File: config.mk
export PLATFORM = sky130hd
export DESIGN_NAME = acc_frame_ctrl
export DESIGN_NICKNAME = d
export VERILOG_FILES = /design/src/rtl/acc_frame_ctrl_pkg.sv /design/src/rtl/acc_frame_ctrl.sv
export SDC_FILE = /design/constraint.sdc
export NUM_CORES = 1
export LEC_CHECK = 0
export ABC_AREA = 0
export CAP_MARGIN = 20
export CORE_ASPECT_RATIO = 0.75
export CORE_MARGIN = 5
export CORE_UTILIZATION = 34
export CTS_CLUSTER_DIAMETER = 80
export DETAILED_ROUTE_END_ITERATION = 10
export PLACE_DENSITY = 0.76
export SLEW_MARGIN = 0
export SYNTH_ARGS = -nofsm -noshare
export SYNTH_HDL_FRONTEND = slang
export SYNTH_SLANG_ARGS = --single-unit
export TNS_END_PERCENT = 1
File: constraint.sdc
create_clock -name CLK -period 1.9 [get_ports CLK]
set_clock_uncertainty 0.2 [all_clocks]
set_input_delay 0.38 -clock CLK [delete_from_list [all_inputs] [get_ports CLK]]
set_output_delay 0.38 -clock CLK [all_outputs]
set_load 0.005 [all_outputs]
File: src/rtl/acc_frame_ctrl_pkg.sv
// acc_frame_ctrl_pkg: shared state encoding and datapath widths for the accumulator frame sequencer
package acc_frame_ctrl_pkg;
   localparam int ACC_IN_W  = 16;
   localparam int ACC_OUT_W = 17;
   typedef enum logic [1:0] {
      ST_IDLE,
      ST_ACCUM,
      ST_RESULT,
      ST_CLEAR
   } state_e;
endpackage

File: src/rtl/acc_frame_ctrl.sv
// acc_frame_ctrl: frame sequencer streaming samples into a signed accumulator and returning the frame sum
// Ports: CLK/NRST clock and async active-low reset; START/CFG_LEN frame request (IDLE only);
//        ABORT abandons the frame in flight; S_VALID/S_DATA/S_READY sample input handshake;
//        M_VALID/M_DATA/M_READY result handshake; BUSY high outside IDLE;
//        ACC_IN/ACC_EN2/ACC_EN3/ACC_NRST drive the accumulator, ACC_OUT is its sum register.
module acc_frame_ctrl
   import acc_frame_ctrl_pkg::*;
#(
   parameter int LEN_W = 8
) (
   input  logic                 CLK,
   input  logic                 NRST,
   input  logic                 START,
   input  logic [LEN_W-1:0]     CFG_LEN,
   input  logic                 ABORT,
   input  logic                 S_VALID,
   input  logic [ACC_IN_W-1:0]  S_DATA,
   output logic                 S_READY,
   output logic                 M_VALID,
   output logic [ACC_OUT_W-1:0] M_DATA,
   input  logic                 M_READY,
   output logic                 BUSY,
   output logic [ACC_IN_W-1:0]  ACC_IN,
   output logic                 ACC_EN2,
   output logic                 ACC_EN3,
   output logic                 ACC_NRST,
   input  logic [ACC_OUT_W-1:0] ACC_OUT
);
   state_e           state_q, state_d;
   logic [LEN_W-1:0] count_q, count_d;
   logic [LEN_W-1:0] len_q, len_d;
   logic             clr_n_q, clr_n_d;
   logic             last;
   // len_q is never zero in ACCUM, so len_q-1 cannot underflow where it matters
   assign last     = count_q == len_q - 1'b1;
   assign ACC_IN   = S_DATA;
   assign M_DATA   = ACC_OUT;
   assign BUSY     = state_q != ST_IDLE;
   // Clear pulse is a plain AND of the reset pin and a flop, so it cannot glitch
   assign ACC_NRST = NRST & clr_n_q;
   always_comb begin
      state_d = state_q;
      count_d = count_q;
      len_d   = len_q;
      clr_n_d = 1'b1;
      S_READY = 1'b0;
      M_VALID = 1'b0;
      ACC_EN2 = 1'b0;
      ACC_EN3 = 1'b0;
      case (state_q)
         ST_IDLE: begin
            if (START) begin
               len_d   = CFG_LEN;
               count_d = '0;
               // A zero-length frame reports the already-cleared accumulator
               state_d = (CFG_LEN == '0) ? ST_RESULT : ST_ACCUM;
            end
         end
         ST_ACCUM: begin
            if (ABORT) begin
               state_d = ST_CLEAR;
               clr_n_d = 1'b0;
            end else begin
               S_READY = 1'b1;
               if (S_VALID) begin
                  ACC_EN2 = 1'b1;
                  ACC_EN3 = last;
                  count_d = count_q + 1'b1;
                  state_d = last ? ST_RESULT : ST_ACCUM;
               end
            end
         end
         ST_RESULT: begin
            if (ABORT) begin
               state_d = ST_CLEAR;
               clr_n_d = 1'b0;
            end else begin
               M_VALID = 1'b1;
               if (M_READY) begin
                  state_d = ST_CLEAR;
                  clr_n_d = 1'b0;
               end
            end
         end
         default: state_d = ST_IDLE;
      endcase
   end
   always_ff @(posedge CLK or negedge NRST) begin
      if (!NRST) begin
         state_q <= ST_IDLE;
         count_q <= '0;
         len_q   <= '0;
         clr_n_q <= 1'b1;
      end else begin
         state_q <= state_d;
         count_q <= count_d;
         len_q   <= len_d;
         clr_n_q <= clr_n_d;
      end
   end
endmodule

==> results of run 1 <==
-- per-stage QoR --
stage	TNS [ps]	total power [mW]	cells
finish	-1520	2.52	242
global route	-2690	2.73	242
CTS	-1530	2.45	242
detailed placement	-5080	2.13	238
global placement	-4830	2.09	238
floorplan	-386	1.60	162
-- cells by family after synthesis --
kind of cell / count (synthesis) / share of synthesized area [%]
adder cells (fa/ha/maj): 6 / 5.05
flip-flops: 19 / 32.1
multiplexers: 8 / 6.07
AO/OA/AOI/OAI: 24 / 10.6
buffers and inverters: 44 / 19.6
AND/OR/NAND/NOR: 48 / 18.9
XOR/XNOR: 13 / 7.67
-- layout by cell type, fill, tap and decap left out, types with 5 or more instances in the layout --
| cell type | count |
|---|---|
| nand2_1 | 7 |
| o21ai_0 | 7 |
| nor2_1 | 9 |
| mux2_2 | 8 |
| clkdlybuf4s50_1 | 14 |
| xor2_1 | 5 |
| xnor2_1 | 8 |
| dfrtp_1 | 16 |
| buf_4 | 37 |
-- flip-flops by register name, summed over array words and instances, names as in the netlist --
register and cells:
count_q 8, clr_n_q 1, state_q 2, len_q 8
-- path summary, 6_finish.rpt --
path	start	to	slack, ps	cells after the start
max in group asynchronous	NRST	clr_n_q	940	2
hold / removal	NRST	count_q[0]	300	2
setup reg to reg	state_q[0]	state_q[1]	-160	8
hold reg to reg	len_q[7]	len_q[7]	340	1
setup / recovery	len_q[0]	ACC_EN3	-520	8
min in group CLK	len_q[7]	len_q[7]	340	1
-- worst max-delay path: cells and delay by family, from the launching register on --
family          cells  cell delay, ps
flops               1             450
compound gates      2             360
simple gates        2             290
fa+ha+maj           1             190
buf+inv             2             170
xor+xnor            1             130
-- what timing repair did --
action | in CTS | in global routing
cloned | 0 | 0
gates resized for setup | 20 | 10
hold buffers | 0 | 0
pin swaps | 8 | 1
endpoints found under the hold margin | 0 | 0
endpoints found under the setup margin | 13 | 22
-- per-layer routing --
layer	wire, um	up-vias
li1	-	575
met1	1440	571
met2	1610	30
met3	133	6
met4	36	0
met5	0	-
-- layout make-up --
cell class	count	area share [%]
clock buffer	3	2.21
timing repair buffer	56	24.2
inverter	9	2.01
tap	55	3.68
clock inverter	1	0.267
multi-input combinational	99	42.0
sequential	19	25.6
-- power by group through the flow --
stage | Clock, mW | Combinational, mW | Sequential (mW)
2_1_floorplan | 0 | 0.909 | 0.689
3_3_place_gp | 0 | 1.39 | 0.693
3_5_place_dp | 0 | 1.42 | 0.704
4_1_cts | 0.291 | 1.45 | 0.715
5_1_grt | 0.306 | 1.67 | 0.760
6_report | 0.283 | 1.50 | 0.735
==> results.md, run 1 <==
- Outcome: finished, violations left
- Failing checks: setup timing
- Die height: approximately 67 um
- Number of global-route vias before repair: between 1000 and 1500
- Core Rows: 20
- Post-synthesis sequential area ratio: ~32%
- Max-slew violation count: 0
- Synth top area cells: dfrtp_1 30%, buf_4 17%, mux2_2 6.1%
- CP arrival: 1840 ps
- Final hold viol count: 0
- Crit path cell chain: inv_4, ha_4, xnor2_1, nor3_1, o2111ai_1, a21oi_2, and2_1, buf_2
- Layout Nets: roughly 240
- Top cell type's share of synthesized area: around 30%
- DRT antenna net count: 0
- Area occupied by registers: between 400 and 500 um^2
- Antenna fix cells: 0
- Yosys cell types: 38
- Post-DP Area: between 1500 and 2000 um^2
- Switch Pwr: slightly below 1 mW
- Initial antenna violation count: 0
- Worst setup SP type: register
- Starting density of the core: 36.0%
- Routed vias/inst: a little under 5
- Final setup viols: 9
- PortBufs: 19
- Met1 global-route usage: 14.6%
- Number of fill cells: a little under 400
- Clock Path Buffers: 2
- Met2 Resource Use GR: between 20 and 25%
- Total track usage: between 10% and 20%
- Hpwl dp: roughly 2500 um
- Max Cap Violations: 0
- Setup Fix Bufs, Post-CTS: 0
- Core box area: between 4000 and 5000 um^2
- Max Fclk: a little over 0.4 GHz
- Largest net degree at the start of global routing: 20
- DR WL/cell: about 13 um
- Die area: between 5000 and 6000 um^2
- Leak pwr: a little over 0.8 nW
- Slew headroom: roughly 76%
- Worst Tran Pin Value: between 300 and 400 ps
- Post-Syn Nets: 215
- Int Pwr: 1.53 mW
- Grt met3 use: about 3.2%
- Maximum VDD drop: approximately 0.64 mV
- Number of enable flip-flop cells after synthesis: 0
- TritonCTS clock tree: done
- PnR worst setup slack: -516 ps
- Top-count cell post-synth: buf_4
- Post-Syn Area: between 1000 and 1500 um^2
- Clk sink count: 19
- Residual DRC: 0
- Clock power share: roughly 11%
- RD Place Congestion: 0.833
- Sw frac: 39.4%
- First-pass GRT wire length: about 5500 um
- RSZ-0062 raised after global routing: true
- Routed vias: about 1200
- Dominant synthesized flop cell: dfrtp_1
- Final design utilization: a little under half
- Clk Latency, worst-skew pair: ~260 ps
- FFs w/ async S/R, synth: between 90% and 100%
- Pwr dens: 1350 nW/um^2
- Syn Inst Count: 162
- CP max stage cell: dfrtp_2
- Layout cell share with drive strength beyond 1: approximately 41%
- Pre-CTS setup slack: -727 ps
- Period minus WS final: about 2400 ps
- DR iter-0 viols: 77
- Flops & latches, synth: 19
- I/O Pins: 86
- Drt total wl: 3230 um
- Area Overhead vs Synth: 26.0%
- Critical Path Fanout Max: 4
- Syn. warnings: 0
- Most frequent cells after synthesis: 33 x buf_4, 18 x dfrtp_1, 10 x nor2_1
- Gr busiest metal: met2
- Crit path kind: register to primary output
- Fin area: between 1500 and 2000 um^2
- DRT Pass-1 Iters: 4
- CTS Buf Count: 3
- Clock Pin Slew Worst Setup and Hold Paths: roughly 70 ps
- Crit share post-route: 127%
- Critical Path End Type: primary output
- Area leader, netlist: dfrtp_1
- Comb power frac: between 50% and 60%
- Die W: 86.3 um
- CP peak stage delay: 450 ps
- Overflow after GRT: 0
- Hold WS: roughly 300 ps
- Worst EP required: 1320 ps
- Total number of H-tree levels: 1
- Multi-input logic area: between 700 and 800 um^2
- Clk root buf: clkbuf_8
- Hold Path Class: input port to async pin
- Syn_area_per_cell: 9.17 um^2
- Seq pwr share: about 30%
(Power assumes the default switching activity.)
==> run 2, diff against run 1 <==
==> constraint.sdc (replaced) <==
create_clock -name CLK -period 2.2 [get_ports CLK]
set_clock_uncertainty 0.2 [all_clocks]
set_input_delay 0.44 -clock CLK [delete_from_list [all_inputs] [get_ports CLK]]
set_output_delay 0.44 -clock CLK [all_outputs]
set_load 0.005 [all_outputs]
==> run 2 against run 1 <==
Effect of this change: the run still ends with setup timing left; combinational power is 11% lower; critical path depth stayed put; largest cell class unchanged; first-iteration DRC count is 3.9% higher; clock power is 16% lower.
==> results.md, run 2 (same netlist as run 1, synthesis figures left out) <==
- Slew headroom: 72.9% (-3.0 points)
- Int Pwr: 1.32 mW (-14%)
- CP arrival: 1850 ps (about the same)
- Max Fclk: 0.402 GHz
- Hold Path Class: input port to async pin
- Fin area: 1860 um^2 (-0.74%)
- Clk sink count: 19 (unchanged)
- Number of fill cells: 385 (-3.3%)
- TNS Setup: -288 ps (+1240 ps)
- Pwr dens: 1180 nW/um^2 (-13%)
- Worst setup SP type: register
- Seq pwr share: 28.2% (-1.0 points)
- DRT antenna net count: 0 (unchanged)
- Area Overhead vs Synth: 25.1%
- Worst EP required: 1560 ps (+240 ps)
- Most frequent cells in the layout: 32 x buf_4, 17 x dfrtp_1, 12 x clkdlybuf4s50_1
- Total number of H-tree levels: 1 (unchanged)
- Switch Pwr: 0.864 mW (-13%)
- CTS Hold Bufs: 0 (unchanged)
- Antenna fix cells: 0 (unchanged)
- Die height: 67.2 um (unchanged)
- Worst Tran Pin Value: 405 ps (+46.7 ps)
- Period minus WS final: roughly 2500 ps
- Commonest non-fill, non-tap cell in the layout: buf_4
- Residual DRC: 0 (unchanged)
- Failing checks: setup timing
- Routed vias: 1155 (-2.3%)
- Clock power share: 10.9% (-0.3 points)
- I/O Pins: 86 (unchanged)
- Total track usage: 11.3% (-0.74 points)
- Layout Nets: 237 (-1.7%)
- Max-slew violation count: 0 (unchanged)
- Critical Path End Type: primary output
- Layout cell share with drive strength beyond 1: 39.3% (-1.3 points)
- Clock Pin Slew Worst Setup and Hold Paths: 70 ps (about the same)
- Core Rows: 20 (unchanged)
- Drt total wl: 3270 um (+1.2%)
- Core box area: 4130 um^2 (unchanged)
- Maximum VDD drop: 0.916 mV (+44%)
- DRT Pass-1 Iters: 4 (unchanged)
- DR iter-0 viols: 80 (+3.9%)
- RD Place Congestion: 0.882 (+5.8%)
- TritonCTS clock tree: done
- Post-DP Area: 1730 um^2 (-3.1%)
- PnR worst setup slack: -288 ps (+228 ps)
- Number of global-route vias before repair: 1148 (-7.8%)
- Max Cap Violations: 0 (unchanged)
- Overflow after GRT: 0 (unchanged)
- Starting density of the core: 36.0% (unchanged)
- Clk Latency, worst-skew pair: 250 ps (about the same)
- First-pass GRT wire length: 5260 um (-4.7%)
- Clk root buf: clkbuf_8
- Crit path kind: register to primary output
- Sw frac: 39.6% (+0.20 points)
- Die W: 86.3 um (unchanged)
- Largest net degree at the start of global routing: 20 (unchanged)
- RSZ-0062 raised after global routing: true
- Comb power frac: 60.9% (+1.3 points)
- PortBufs: 19 (unchanged)
- Clock Path Buffers: 2 (unchanged)
- CTS Buf Count: 3 (unchanged)
- Routed vias/inst: 4.85 (-0.64%)
- Pre-CTS setup slack: -472 ps (+255 ps)
- Initial antenna violation count: 0 (unchanged)
- Final setup viols: 1 (-8)
- Die area: 5800 um^2 (unchanged)
- Crit share post-route: 113%
- Critical Path Fanout Max: 3 (-1)
- Final hold viol count: 0 (unchanged)
- Outcome: finished, violations left
- Largest regs: count_q x8, len_q x8, state_q x2
- Leak pwr: 0.826 nW (+1.1%)
- DR WL/cell: 13.7 um (+2.9%)
- Hpwl dp: 2520 um (-0.45%)
run 2: path summary, 6_finish.rpt:
path | from | to | slack [ps] | depth (start not counted)
setup / recovery | len_q[1] | ACC_EN3 | -290 | 8
hold / removal | NRST | count_q[6] | 140 | 2
setup reg to reg | state_q[0] | state_q[1] | 110 | 8
hold reg to reg | len_q[6] | len_q[6] | 360 | 1
max in group asynchronous | NRST | clr_n_q | 1390 | 2
min in group CLK | len_q[6] | len_q[6] | 360 | 1
run 2: repair_timing:
item                                    4_1_cts  5_1_grt
buffers inserted                              0        1
cloned                                        0        0
gates resized for setup                      25        9
endpoints found under the setup margin        6        6
pin swaps                                     4        5
run 2: through the flow:
stage                     hold WS, ps  util [%]  std cells  total power [mW]
final                             145      45.0        238              2.18
after global routing              204      45.0        238              2.34
after CTS                         169      44.2        237              2.09
after detailed placement          316      41.8        233              1.75
after global placement            311      41.8        233              1.72
after floorplan                 -55.6         -        162              1.33
run 2: routing by layer:
layer,track usage (%),up-vias,part of all wire (%)
met5,0,-,0
li1,-,565,-
met4,2.53,0,0.89
met1,14.8,570,47
met3,3.17,2,4.4
met2,18.6,18,47
run 2: final cells by class:
cell class	instances	area [um^2]	area share [%]
Clock buffer	4	45.0	2.42
Sequential cell	19	478	25.7
Inverter	9	35.0	1.89
Tap cell	55	68.8	3.70
Multi-Input combinational cell	99	798	43.0
Timing Repair Buffer	52	433	23.3
run 2: worst max-delay path, cell delays in order (launching register included):
cell       delay (ps)
dfrtp_1           410
buf_4             140
nor3_1            240
xnor2_1           120
nor3_2            140
o2111ai_2         140
a21oi_2           150
and2_1            140
buf_2             110
run 2: power groups by stage:
stage / clock network, mW / logic, mW / registers, mW
CTS: 0.248 / 1.24 / 0.605
global route: 0.264 / 1.44 / 0.634
global placement: 0 / 1.13 / 0.588
finish: 0.238 / 1.33 / 0.615
floorplan: 0 / 0.733 / 0.593
detailed placement: 0 / 1.15 / 0.595
